[src/rtl/prbs_pkg.sv]
// Shared definitions for the parallel PRBS generator.
// Holds the mode encoding, the ITU-T O.150 tap table (N, M per mode) and the
// active-length mask helper. Modes 5..7 fall through to PRBS31 everywhere.
package prbs_pkg;

  localparam logic [2:0] MODE_PRBS7  = 3'd0;
  localparam logic [2:0] MODE_PRBS9  = 3'd1;
  localparam logic [2:0] MODE_PRBS15 = 3'd2;
  localparam logic [2:0] MODE_PRBS23 = 3'd3;
  localparam logic [2:0] MODE_PRBS31 = 3'd4;

  localparam int unsigned StateW = 31;

  // Bit index of the length tap, N-1.
  function automatic logic [4:0] tap_hi(logic [2:0] mode);
    case (mode)
      MODE_PRBS7:  return 5'd6;
      MODE_PRBS9:  return 5'd8;
      MODE_PRBS15: return 5'd14;
      MODE_PRBS23: return 5'd22;
      default:     return 5'd30;
    endcase
  endfunction

  // Bit index of the feedback tap, M-1.
  function automatic logic [4:0] tap_lo(logic [2:0] mode);
    case (mode)
      MODE_PRBS7:  return 5'd5;
      MODE_PRBS9:  return 5'd4;
      MODE_PRBS15: return 5'd13;
      MODE_PRBS23: return 5'd17;
      default:     return 5'd27;
    endcase
  endfunction

  // Ones in the low N bits; also serves as the all-ones restart state.
  function automatic logic [30:0] len_mask(logic [2:0] mode);
    case (mode)
      MODE_PRBS7:  return 31'h0000_007F;
      MODE_PRBS9:  return 31'h0000_01FF;
      MODE_PRBS15: return 31'h0000_7FFF;
      MODE_PRBS23: return 31'h007F_FFFF;
      default:     return 31'h7FFF_FFFF;
    endcase
  endfunction

endpackage

[src/rtl/prbs_advance.sv]
// Combinational W-step Fibonacci LFSR advance.
// Ports:
//   s_i      current 31-bit state (bits above N are zero)
//   mode_i   latched polynomial mode
//   word_o   W output bits, earliest bit in word_o[W-1]
//   s_next_o state after W bit steps
module prbs_advance
  import prbs_pkg::*;
#(
  parameter int unsigned W = 8
) (
  input  logic [30:0]  s_i,
  input  logic [2:0]   mode_i,
  output logic [W-1:0] word_o,
  output logic [30:0]  s_next_o
);

  logic [30:0] st;
  logic [30:0] mask;
  logic [4:0]  hi;
  logic [4:0]  lo;
  logic        b;

  always_comb begin
    hi     = tap_hi(mode_i);
    lo     = tap_lo(mode_i);
    mask   = len_mask(mode_i);
    st     = s_i;
    b      = 1'b0;
    word_o = '0;
    for (int i = 0; i < W; i++) begin
      b      = st[hi] ^ st[lo];
      st     = {st[29:0], b} & mask;
      // Shifting left each step leaves the first bit in the MSB.
      word_o = (word_o << 1) | W'(b);
    end
    s_next_o = st;
  end

endmodule

[src/rtl/prbs_gen_par.sv]
// Parametrised parallel PRBS generator (PRBS7/9/15/23/31), W bits per clock.
// Ports:
//   clk, rst     single clock, synchronous active-high reset
//   en           advance W bits this cycle
//   mode         polynomial select, latched only on seed_load
//   seed_load    load seed (masked to N) and mode; start state = seed
//   seed         31-bit seed
//   invert       live output inversion
//   inj_err      flip dout[W-1] of the word produced this cycle
//   dout         PRBS word, MSB-first
//   dout_valid   dout updated this cycle
//   wrap         state after this word equals the start state
//   lockup       sticky all-zero-state detection, cleared by rst only
module prbs_gen_par
  import prbs_pkg::*;
#(
  parameter int unsigned W        = 8,
  parameter logic [2:0]  DEF_MODE = 3'd4
) (
  input  logic         clk,
  input  logic         rst,
  input  logic         en,
  input  logic [2:0]   mode,
  input  logic         seed_load,
  input  logic [30:0]  seed,
  input  logic         invert,
  input  logic         inj_err,
  output logic [W-1:0] dout,
  output logic         dout_valid,
  output logic         wrap,
  output logic         lockup
);

  logic [2:0]   mode_q, mode_d;
  logic [30:0]  s_q, s_d;
  logic [30:0]  start_q, start_d;
  logic [W-1:0] dout_q, dout_d;
  logic         valid_q, valid_d;
  logic         wrap_q, wrap_d;
  logic         lock_q, lock_d;

  logic [W-1:0] adv_word;
  logic [30:0]  adv_s;
  logic [30:0]  seed_m;
  logic         cur_zero;

  prbs_advance #(
    .W (W)
  ) u_advance (
    .s_i      (s_q),
    .mode_i   (mode_q),
    .word_o   (adv_word),
    .s_next_o (adv_s)
  );

  always_comb begin
    mode_d   = mode_q;
    s_d      = s_q;
    start_d  = start_q;
    dout_d   = dout_q;
    valid_d  = 1'b0;
    wrap_d   = 1'b0;
    lock_d   = lock_q;
    seed_m   = seed & len_mask(mode);
    cur_zero = ((s_q & len_mask(mode_q)) == '0);

    if (seed_load) begin
      mode_d = mode;
      if (seed_m == '0) begin
        s_d    = len_mask(mode);
        lock_d = 1'b1;
      end else begin
        s_d = seed_m;
      end
      start_d = s_d;
    end else if (cur_zero) begin
      // All-zero state would never leave zero: restart from all ones.
      s_d    = len_mask(mode_q);
      lock_d = 1'b1;
    end else if (en) begin
      s_d     = adv_s;
      dout_d  = adv_word ^ {W{invert}} ^ (W'(inj_err) << (W - 1));
      valid_d = 1'b1;
      wrap_d  = (adv_s == start_q);
    end
  end

  always_ff @(posedge clk) begin
    if (rst) begin
      mode_q  <= DEF_MODE;
      s_q     <= len_mask(DEF_MODE);
      start_q <= len_mask(DEF_MODE);
      dout_q  <= '0;
      valid_q <= 1'b0;
      wrap_q  <= 1'b0;
      lock_q  <= 1'b0;
    end else begin
      mode_q  <= mode_d;
      s_q     <= s_d;
      start_q <= start_d;
      dout_q  <= dout_d;
      valid_q <= valid_d;
      wrap_q  <= wrap_d;
      lock_q  <= lock_d;
    end
  end

  assign dout       = dout_q;
  assign dout_valid = valid_q;
  assign wrap       = wrap_q;
  assign lockup     = lock_q;

endmodule

[config.mk]
export PLATFORM = sky130hd
export DESIGN_NAME = prbs_gen_par
export DESIGN_NICKNAME = d
export VERILOG_FILES = /design/src/rtl/prbs_pkg.sv /design/src/rtl/prbs_advance.sv /design/src/rtl/prbs_gen_par.sv
export SDC_FILE = /design/constraint.sdc
export NUM_CORES = 1
export LEC_CHECK = 0
export ABC_CLOCK_PERIOD_IN_PS = 2300
export CAP_MARGIN = 20
export CORE_MARGIN = 2
export CORE_UTILIZATION = 42
export CTS_BUF_LIST = sky130_fd_sc_hd__clkbuf_8 sky130_fd_sc_hd__clkbuf_16
export DETAILED_ROUTE_END_ITERATION = 16
export HOLD_SLACK_MARGIN = 0.03
export PLACE_DENSITY = 0.7
export SLEW_MARGIN = 40
export SYNTH_ARGS = -nofsm -noshare
export SYNTH_HDL_FRONTEND = slang
export SYNTH_SLANG_ARGS = --single-unit
[constraint.sdc]
create_clock -name clk -period 2.3 [get_ports clk]
set_input_delay 0.46 -clock clk [delete_from_list [all_inputs] [get_ports clk]]
set_output_delay 0.46 -clock clk [all_outputs]
set_load 0.03 [all_outputs]
==> key figures <==
STA
  • Final WS setup: -0.0538 ns
  • Min Tclk post-route: 2.35 ns
  • Slew @ Worst Pin: 0.552 ns
  • Hold Vio Cnt, Final: 0
  • RSZ-0062 raised after global routing: yes
  • Clock skew: 0.0109 ns
  • Final Cycle Share: 1.02
  • Fmax: 0.425 GHz
  • Final Max Tran Viols: 0
  • Endpoints failing setup: 13
  • Slew HR: 0.631

CTS
  • CTS tree: yes
  • CTS clk-pin slew, worst paths: 0.09 ns
  • Longest Clk Path Bufs: 2
  • Total CTS buffers: 9
  • CTS Sinks: 76
  • Root buf cell: clkbuf_8
  • CTS H-Tree Depth: 3
  • Hold_buf cts: 0
  • Worst skew pair latency: 0.38 ns

Routing
  • DR iter-0 viols: 603
  • Via density: 6.25
  • Vias: 5573
  • 1st-pass router iterations: 8
  • Post-Route WL: 18.8 mm
  • Avg WL per Cell: 21.0 um
  • Remaining routing DRC violations: 0
  • ANT nets after route: 0

Pwr
  • Pleak: 2.81 nW
  • Clock share of power: 0.268
  • Flop pwr share: 0.386
  • Power Dens Cells: 591 nW/um^2
  • Total power: 4.05 mW
  • Sw power: 1.40 mW
  • Internal Power: 2.65 mW
  • Sw Share: 0.346
  • Worst IR Drop VDD: 0.000358 V
  • Combinational group share of total power: 0.346

Worst setup path
  • Crit-path leading delay family: buffers and inverters
  • Worst EP required: 2.63 ns
  • Critical path's slowest cell: clkdlybuf4s50_1
  • Critical path buffers and inverters: 3
  • Worst setup EP type: register
  • R2R Path Start: s_q[1]
  • Worst setup SP type: input port
  • Crit path kind: in2reg
  • Slowest stage delay, CP: 0.50 ns
  • Data arrival time of the critical path: 2.68 ns
  • R2r setup slk: -0.02 ns
  • Reg2Reg Depth: 10
  • CP cell instances: clkdlybuf4s50_1 > maj3_1 > o32ai_2 > nand2_1 > nor3_2 > buf_4 > buf_6 > o21ai_1 > a21oi_1 > a211o_1
  • RR Endpoint: wrap
  • Maximum fanout along the worst path: 7

Synthesis
  • Unique masters post-synth: 58
  • Compound-Gate Fraction of Synth Area: 0.295
  • Post-Synth Adder-Cell Area: 0.00214
  • Sequential fraction of the synthesis area: 0.326
  • Ys async rst share: 0
  • Main combinational cell family by area after synthesis: compound AO/OA/AOI/OAI gates
  • Syn Nets: 632
  • XOR/XNOR share of the synthesized area: 0.0911
  • Post-Syn Area: 4670 sq um
  • Post-synthesis cell count: 592
  • Syn. warnings: 0
  • Simple-Gate Fraction of Synth Area: 0.169
  • Avg Cell Area, Syn: 7.89 sq um
  • Main synth FF type: dfxtp_1
  • Mux contribution to synthesized area: 0.0582
  • Post-synth EDFFs: 0
  • Yosys reg bits: 76

Global route
  • Vias in the first global route: 5195
  • Total track usage: 0.309
  • Initial antenna violation count: 0
  • Global-route wire length before repair: 28.0 mm
  • Largest net degree at the start of global routing: 27
  • Gr ovfl total: 0

Die
  • Die area: 12000 sq um
  • Die W: 109 um
  • Rows: 38
  • Core Region: 10800 sq um
  • Die Ht: 109 um
  • Initial Util: 0.431
  • Num ports: 51

Place
  • IO buf count: 50
  • Gpl congestion: 1.02
  • Post-detail-place hpwl: 13.4 mm
  • Pre-CTS setup slack: -0.776 ns
  • Cell count after placement: 868

Outcome
  • Violated checks: negative setup slack
  • Outcome: finished, violations left

Layout
  • Area added between synthesis and finish: 46.9%
  • Fin nets: 787
  • Non-filler cells, final: 892
  • Inserted Diodes: 0
  • Final Util: 0.633
  • Share of layout cells above drive strength 1: 0.311
  • Fill cells: 936

Hold path
  • Hold Startpoint: seed[26]
  • WHS Endpoint: start_q[26]
  • WHS Path Cells: 3
  • HP Class: in2reg

Job
  • Max cap viols: 0
## sequential cells by signal, summed over array words and instances (netlist names)
signal      cells
s_q            31
start_q        31
dout            8
mode_q          3
dout_valid      1
lockup          1
wrap            1
## layer usage
| metal | part of all wire | GRT usage | wire (um) |
|---|---|---|---|
| met1 | 0.38 | 0.392 | 7190 |
| met5 | 0 | 0 | 0 |
| met3 | 0.10 | 0.0498 | 1880 |
| met2 | 0.45 | 0.504 | 8500 |
| met4 | 0.064 | 0.158 | 1200 |
## what timing repair did
action | 4_1_cts | 5_1_grt
setup endpoints to repair | 69 | 54
setup buffers | 2 | 3
gates cloned | 1 | 3
pin swaps | 32 | 21
gates resized for setup | 59 | 48
## worst max-delay path by stage
stage                     depth (start not counted)       to       from
after global routing                             10  s_q[20]    mode[1]
after global placement                           10   s_q[2]   seed[10]
after detailed placement                         10   s_q[2]   seed[10]
final                                            10  s_q[20]    mode[1]
after floorplan                                   8  s_q[15]   seed[10]
after CTS                                        10  s_q[11]  mode_q[2]
## area by class of cell
type	count	area, sq um	share of cell area
repair buffers	199	1780	0.259
inverters	8	30.0	0.00438
flip-flops and latches	76	1540	0.224
clock inverters	6	63.8	0.00930
multi-input cells	453	3140	0.458
well taps	140	175	0.0255
clock buffers	10	138	0.0201
## tightest hold or removal path: cells and delay by family
family | cells | cell delay, ns
buffers and inverters | 1 | 0.14
and+or+nand+nor | 1 | 0.05
AOI/OAI and AO/OA | 1 | 0.09
## placed cells by master (no fill, tap or decap), types with 7 or more instances in the layout
master,count
a211o_1,28
nor3_1,9
o21ai_0,42
nand2_1,39
o21ai_1,22
nor2_1,54
xnor2_1,24
buf_12,7
clkdlybuf4s50_1,39
xor2_1,19
nand2b_1,8
dfxtp_2,7
mux2i_1,16
dfxtp_1,67
buf_4,132
clkbuf_8,10
a21oi_1,66
nand3_1,8
## power groups by stage
stage | clock, mW | sequential [mW] | combinational [mW]
floorplan | 0 | 1.55 | 0.683
global placement | 0 | 1.57 | 1.24
detailed placement | 0 | 1.58 | 1.26
CTS | 1.09 | 1.55 | 1.31
global route | 1.14 | 1.57 | 1.49
finish | 1.09 | 1.56 | 1.40
## Yosys cell counts (3+ instances only)
master,n,area share
nor4bb_1,6,0.013
a22oi_1,4,0.0064
o32ai_1,6,0.011
o21bai_1,5,0.0080
o22ai_1,6,0.0080
xor2_1,21,0.039
nand2b_1,10,0.013
a21oi_1,69,0.074
inv_1,7,0.0056
nand2_1,39,0.031
o2111ai_1,4,0.0075
a211oi_1,7,0.011
nor4_1,7,0.0094
nor3_1,11,0.012
a31oi_1,6,0.0080
nand3b_1,5,0.0080
clkbuf_1,35,0.028
nor2_1,56,0.045
mux2_2,4,0.0096
xnor2_1,25,0.047
buf_2,13,0.014
nand3_1,8,0.0086
nor3_2,3,0.0064
mux2i_1,17,0.036
dfxtp_1,76,0.33
o21ai_0,68,0.073
nand4_1,3,0.0040
or4_1,4,0.0064
buf_1,3,0.0024
a211o_1,28,0.053
## metrics by stage
stage | hold slack (ns) | instance area [sq um] | setup TNS [ns]
after floorplan | 0.449 | 4670 | -0.0246
final | 0.397 | 6860 | -0.268
after global routing | 0.418 | 6860 | -1.68
after detailed placement | 0.483 | 6250 | -37.81
after CTS | 0.504 | 6620 | 0
after global placement | 0.468 | 6250 | -35.04
## logic make-up (layout without fill, tap and decap cells)
group,after synthesis,count (layout)
compound gates,221,221
simple gates,160,160
flops,76,76
buf+inv,63,223
xor+xnor,47,47
mux,24,24
fa+ha+maj,1,1
Note: power is estimated with default switching activity, not from simulation.
